**src/rtl/picomips_pkg.sv**
```systemverilog
// picomips_pkg: shared handshake FSM state type and debounce default
package picomips_pkg;
  localparam int DB_CYCLES_DEFAULT = 16;
  typedef enum logic [1:0] {IDLE, RISE, HIGH, FALL} sw_state_t;
endpackage

```
**src/rtl/sw_conditioner_sync2.sv**
```systemverilog
// sync2: two-flop synchronizer, ports clk, reset (async active-low), d[W] in, q[W] out
module sync2 #(
  parameter int W = 1
) (
  input  logic         clk,
  input  logic         reset,
  input  logic [W-1:0] d,
  output logic [W-1:0] q
);
  logic [W-1:0] m;
  always_ff @(posedge clk or negedge reset)
    if (!reset) {q, m} <= '0;
    else {q, m} <= {m, d};
endmodule

```
**src/rtl/sw_conditioner.sv**
```systemverilog
// sw_conditioner: sync/debounce board switches into CPU SW word; ports clk, reset(n), SW_raw in, SW/sw_valid/hs_count out
module sw_conditioner
  import picomips_pkg::*;
#(
  parameter int n         = 8,
  parameter int DB_CYCLES = DB_CYCLES_DEFAULT
) (
  input  logic         clk,
  input  logic         reset,
  input  logic [n+1:0] SW_raw,
  output logic [n+1:0] SW,
  output logic         sw_valid,
  output logic [7:0]   hs_count
);
  localparam int CW = $clog2(DB_CYCLES);
  localparam logic [CW-1:0] LAST = CW'(DB_CYCLES - 1);
  logic [n+1:0] s;
  logic hs, level, rise_done;
  logic [n-1:0] data;
  logic [CW-1:0] cnt, cnt_nx;
  sw_state_t state, state_nx;
  sync2 #(.W(n + 2)) u_sync (.clk(clk), .reset(reset), .d(SW_raw), .q(s));
  assign hs = s[n];
  assign rise_done = state == RISE && hs && cnt == LAST;
  always_comb begin
    state_nx = state;
    cnt_nx = cnt;
    unique case (state)
      IDLE: begin
        state_nx = hs ? RISE : IDLE;
        cnt_nx = '0;
      end
      RISE:
        if (!hs) state_nx = IDLE;
        else if (cnt == LAST) state_nx = HIGH;
        else cnt_nx = cnt + 1'b1;
      HIGH: begin
        state_nx = hs ? HIGH : FALL;
        cnt_nx = '0;
      end
      FALL:
        if (hs) state_nx = HIGH;
        else if (cnt == LAST) state_nx = IDLE;
        else cnt_nx = cnt + 1'b1;
    endcase
  end
  always_ff @(posedge clk or negedge reset)
    if (!reset) begin
      state <= IDLE;
      cnt <= '0;
      level <= 1'b0;
      data <= '0;
      sw_valid <= 1'b0;
      hs_count <= '0;
    end else begin
      state <= state_nx;
      cnt <= cnt_nx;
      level <= state_nx == HIGH || state_nx == FALL;
      sw_valid <= rise_done;
      if (rise_done) begin
        data <= s[n-1:0];
        hs_count <= hs_count + 8'd1;
      end
    end
  assign SW = {s[n+1], level, data};
endmodule
```
**config.mk**
```make
export PLATFORM = sky130hd
export DESIGN_NAME = sw_conditioner
export DESIGN_NICKNAME = d
export VERILOG_FILES = /design/src/rtl/picomips_pkg.sv /design/src/rtl/sw_conditioner_sync2.sv /design/src/rtl/sw_conditioner.sv
export SDC_FILE = /design/constraint.sdc
export NUM_CORES = 1
export LEC_CHECK = 0
export CORE_ASPECT_RATIO = 0.75
export CORE_MARGIN = 4
export CORE_UTILIZATION = 44
export DETAILED_ROUTE_END_ITERATION = 10
export GPL_TIMING_DRIVEN = 0
export PLACE_DENSITY = 0.73
export SLEW_MARGIN = 20
export SYNTH_ARGS = -nofsm -noshare
export SYNTH_HDL_FRONTEND = slang
export SYNTH_SLANG_ARGS = --single-unit
```
**constraint.sdc**
```tcl
create_clock -name clk -period 1.57 [get_ports clk]
set_clock_uncertainty 0.05 [all_clocks]
set_input_delay 0.3925 -clock clk [delete_from_list [all_inputs] [get_ports clk]]
set_output_delay 0.3925 -clock clk [all_outputs]
set_load 0.005 [all_outputs]
```
Yosys cells after proc, flatten, opt, wreduce, memory -nomap -nowiden
Cells that the tools add are included.
{ "totals": {"romBits": 0, "inputBits": 12, "ramBits": 0, "register_bits": 44, "latch_bits": 0, "elab_cells": 35, "n_memories": 0, "out_inout_bits": 19} }
{ "classes": {"reduce_logical": 6, "muxes": 11, "n_mul": 0, "add_sub_neg": 2, "magnitude_cmp": 0, "n_eq_ne": 8, "bitwise": 0, "n_shift": 0, "div_mod_pow": 0} }
{ "op_table": {"columns": ["op", "n"], "rows": [
  ["2-to-1 mux 4 bit", 3],
  ["case mux 4 bit (3 select lines)", 1],
  ["adder 8 x 1 -> 8 bit, second input constant", 1],
  ["equality test 2 bit, second input constant", 4],
  ["2-to-1 mux 2 bit", 4],
  ["case mux 2 bit (4 select lines)", 1],
  ["adder 4 x 1 -> 4 bit, second input constant", 1],
  ["equality test 4 bit, second input constant", 1],
  ["equality test 2 x 1 -> 1 bit, second input constant", 1],
  ["logical AND 1 bit", 2],
  ["zero test 2 bit", 1],
  ["2-to-1 mux 1 bit", 2],
  ["inequality test 2 x 1 -> 1 bit, second input constant", 1],
  ["inequality test 2 bit, second input constant", 1],
  ["AND reduction 2 bit", 1],
  ["OR reduction 2 bit", 1],
  ["logical OR 1 bit", 1]
]} }

Depth between registers and ports, before layout
{ "depth": {"word_depth": 6, "mapped_depth": 5, "ltp_nobuf": 4} }

Hierarchy
From an unflattened synthesis, not the netlist that was laid out.
{ "unflattened": {"cells_unflattened": 98, "area_unflattened_um2": 1498.9} }
{ "by_module_without_submodules": {"columns": ["mod", "area_each_um2", "instances", "cells_per_inst", "seq_area_each_um2"], "rows": [
  ["sw_conditioner", 998.5, 1, 78, 575.6],
  ["sync2", 500.5, 1, 20, 500.5]
]} }

Worst setup path before layout
OpenSTA, ideal clock, no wires.
{ "synth_timing": {"path_kind": "flip-flop to flip-flop", "startpoint": "reg cnt[0]", "endpoint": "reg cnt[3]", "synth_period_minus_slack_ps": 1628, "t_required_ps": 1443, "stages_incl_launch_ff": 6, "setup_ps": 77, "setup_slack_ps": -58, "path_buffers": 1, "arrival_time_ps": 1501, "path_cell_list": "dfrtp_1 > ha_1 > and4_1 > buf_6 > or4_1 > a21oi_1"} }
{ "synth_via": {"elab_chain_len": 4, "elab_cells_between_ends": 6, "cone_classes": "add/sub (1); eq/ne (1); mux (4)"} }
{ "synth_rtl": {"columns": ["element", "line_no", "source"], "rows": [
  ["start, declared", "sw_conditioner.sv:20", "logic [CW-1:0] cnt, cnt_nx;"],
  ["start signal, assigned", "sw_conditioner.sv:57", "cnt <= cnt_nx;"],
  ["adder 4 x 1 -> 4 bit or equality test 4 bit (tied branches)", null, null],
  ["2-to-1 mux 4 bit (*)", "sw_conditioner.sv:35, sw_conditioner.sv:43", null],
  ["2-to-1 mux 4 bit, on equally long branches", "sw_conditioner.sv:42, sw_conditioner.sv:34", null],
  ["case mux 4 bit (3 select lines) (*)", "sw_conditioner.sv:28", "unique case (state)"]
]} }
Every way passes the cells marked *; elsewhere a longest branch is shown, timed or not. The select of a mux whose other input is x is not followed.
A chain may end at the register's enable or synchronous reset.

Worst setup path in the final report
{ "layout_timing": {"startpoint": "reg cnt[1]", "endpoint": "reg data[2]"} }
{ "layout_via": {"elab_chain_len": 2} }
{ "layout_rtl": {"columns": ["element", "line_no", "source"], "rows": [
  ["equality test 4 bit", "sw_conditioner.sv:24", "assign rise_done = state == RISE && hs && cnt == LAST;"],
  ["logical AND 1 bit", "sw_conditioner.sv:24", null],
  ["via rise_done", "sw_conditioner.sv:18", "logic hs, level, rise_done;"],
  ["end signal, assigned", "sw_conditioner.sv:61", "data <= s[n-1:0];"],
  ["end, declared", "sw_conditioner.sv:19", "logic [n-1:0] data;"]
]} }
The timed path passes the listed nets, and every way through them passes these cells.

==> run summary <==
Outcome: finished, violations left
Violated checks: setup timing
Final WS setup: -52.98 ps
Data arrival, critical path: 1740 ps
Slew Limit Fails: 0
Grt ovf: 0
Port bufs: 30
Starting Density: 0.4593
Post-route setup TNS: -392.1 ps
Dpl ws: -225.9 ps
DRC Markers: 0
Detailed Place HPWL: 1751 um
Site row count: 18
Post-synth cell types: 27
Synth Area per Inst: 15.25 um2
Worst-Margin Slew: 370.7 ps
Layout Nets: 173
Area grow syn2layout: 45.98%
Number of synthesized flops with an enable pin: 0
WL per Instance: 13.81 um
Max-cap viol count: 0
Register area share after synthesis: 0.7125
Slew margin rel.: 0.7516
Post-synth top area share: 0.7125
Final Cycle Share: 1.034
First-pass GRT wire length: 4554 um
Mapped Nets: 113
RSZ-0062 raised after global routing: yes
Share of layout cells above drive strength 1: 0.3270
#FFs+latches synth: 43
Final Hold Viols: 0
Max IR drop VDD: 854.8 uV
Post-layout util: 0.6705
Via-to-Cell Ratio: 4.950
RD Place Congestion: 0.7532
Hold depth: 0
GRT Util Overall: 0.1389
Initial antenna violation count: 0
Maximum root-to-sink buffer count: 2
Leak pwr: 0.001136 uW
Clock root cell: clkbuf_8
Vias in the first global route: 984
Hold Path Class: flop to flop
Die Wd: 75.65 um
Required @ worst endpoint: 1690 ps
Max Freq: 616.2 MHz
TritonCTS clock tree: done
CTS sink cnt: 43
Initial DRT Pass Iterations: 4
Minimum clock period: 1623 ps
Final ANT Viol Nets: 0
Pin count of the biggest net entering global routing: 33
Ys flop type: dfrtp_1
Wirelength, routed: 2748 um
Vias post-DR: 985
Cell Area, Synth: 1510 um2
Ranking of synthesized cells by area: dfrtp_1 (71%), mux2_1 (6.7%), xnor2_1 (2.9%)
P per Cell Area: 865.1 nW/um2
Async set-reset flop share out of synthesis: 1.000
Clk pin slew, worst setup/hold paths: 70 ps
CP startpoint kind: flop
Crit-path max FO: 5
Register-to-Register Path Depth: 5
Final setup fails: 10
Core Region: 3288 um2
Iteration-0 DRC Markers: 13
Mapped Cells: 99
Num CTS Buffers: 5
Element type at the critical path end: flop
Yosys top cell by area: dfrtp_1
Num ports: 31
Synth top cells by count: dfrtp_1 (43), mux2_1 (9), xnor2_1 (5)
Htree depth: 2
DIE AREA: 4443 um2
Die Ht: 58.74 um
Antenna Cells: 0
Clk_lat worst skew: 280 ps
Leading cell type by number of instances after synthesis: dfrtp_1
Ys Warns: 0
Critical path class: flop to flop
==> area by class of cell <==
class / count / area (um2)
inverter: 3 / 11.26
timing repair buffer: 54 / 478.0
sequential: 43 / 1077
fill: 259 / 1084
clock buffer: 6 / 82.58
clock inverter: 1 / 5.005
buffer: 3 / 26.28
tap: 40 / 50.05
multi-input combinational: 49 / 474.2
==> registers in the layout, summed over array words and instances, names as in the netlist <==
name,flops
data,8
sw_valid,1
u_sync.q,10
cnt,4
hs_count,8
state,1
level,1
u_sync.m,10
==> cells in the final DEF, fill, tap and decap left out, drive strengths merged, types with 2 or more instances in the layout <==
| master | n |
|---|---|
| nor3 | 2 |
| nand3b | 2 |
| buf | 27 |
| dfrtp | 43 |
| mux2 | 9 |
| clkdlybuf4s50 | 10 |
| o21ai | 2 |
| inv | 3 |
| nand2 | 4 |
| clkbuf | 6 |
| nand3 | 3 |
| nor2 | 2 |
| ha | 2 |
| xor2 | 3 |
| a21oi | 3 |
| xnor2 | 5 |
| dlygate4sd2 | 18 |
| nand4 | 2 |
==> report_power, final <==
group | switching [uW] | internal [uW]
registers | 15.2 | 1140
clock network | 324 | 345
logic | 36.9 | 48.4
total | 376 | 1530
==> per-layer routing <==
| metal | track usage | wire length (um) |
|---|---|---|
| met5 | 0 | 0 |
| met4 | 0.04489 | 14 |
| met3 | 0.04949 | 153 |
| met2 | 0.2165 | 1332 |
| met1 | 0.1821 | 1248 |
==> worst max-delay path, stage by stage (launching register included) <==
cell	delay (ps)
dfrtp_1	410
ha_4	170
nand4_4	120
nor3b_4	270
buf_6	180
mux2_4	300
==> logic make-up (layout without fill, tap and decap cells) <==
| logic type | after synthesis | in the layout | share of synthesized area |
|---|---|---|---|
| flops | 43 | 43 | 0.7125 |
| simple gates | 22 | 22 | 0.09445 |
| mux | 9 | 9 | 0.06711 |
| compound gates | 8 | 8 | 0.03314 |
| xor+xnor | 8 | 8 | 0.04640 |
| buf+inv | 7 | 67 | 0.02982 |
| fa+ha+maj | 2 | 2 | 0.01657 |
==> through the flow <==
step           instance area [um2]  total power, uW  hold slack [ps]  instances
2_1_floorplan                 1513             1184            46.91         99
3_3_place_gp                  1863             1237            283.0        169
3_5_place_dp                  1878             1247            238.5        170
4_1_cts                       2162             1931            301.4        196
5_1_grt                       2205             1987            311.8        199
6_report                      2205             1907            299.1        199
==> repair_timing <==
item / CTS / global route
gates cloned: 1 / 0
hold endpoints to repair: 11 / 0
pin swaps: 3 / 2
setup buffers: 18 / 3
endpoints found under the setup margin: 30 / 18
resized for setup: 38 / 4
hold buffers: 1 / 0
==> worst paths after layout <==
path / startpoint / to / slack, ps
max in group asynchronous: reset / level / 540
max: cnt[1] / data[2] / -50
max reg2reg: cnt[1] / data[2] / -50
min: u_sync.m[2] / u_sync.q[2] / 300
min in group asynchronous: reset / hs_count[3] / 470
min reg2reg: u_sync.m[2] / u_sync.q[2] / 300
No activity file was read; power rests on OpenSTA's default activity.
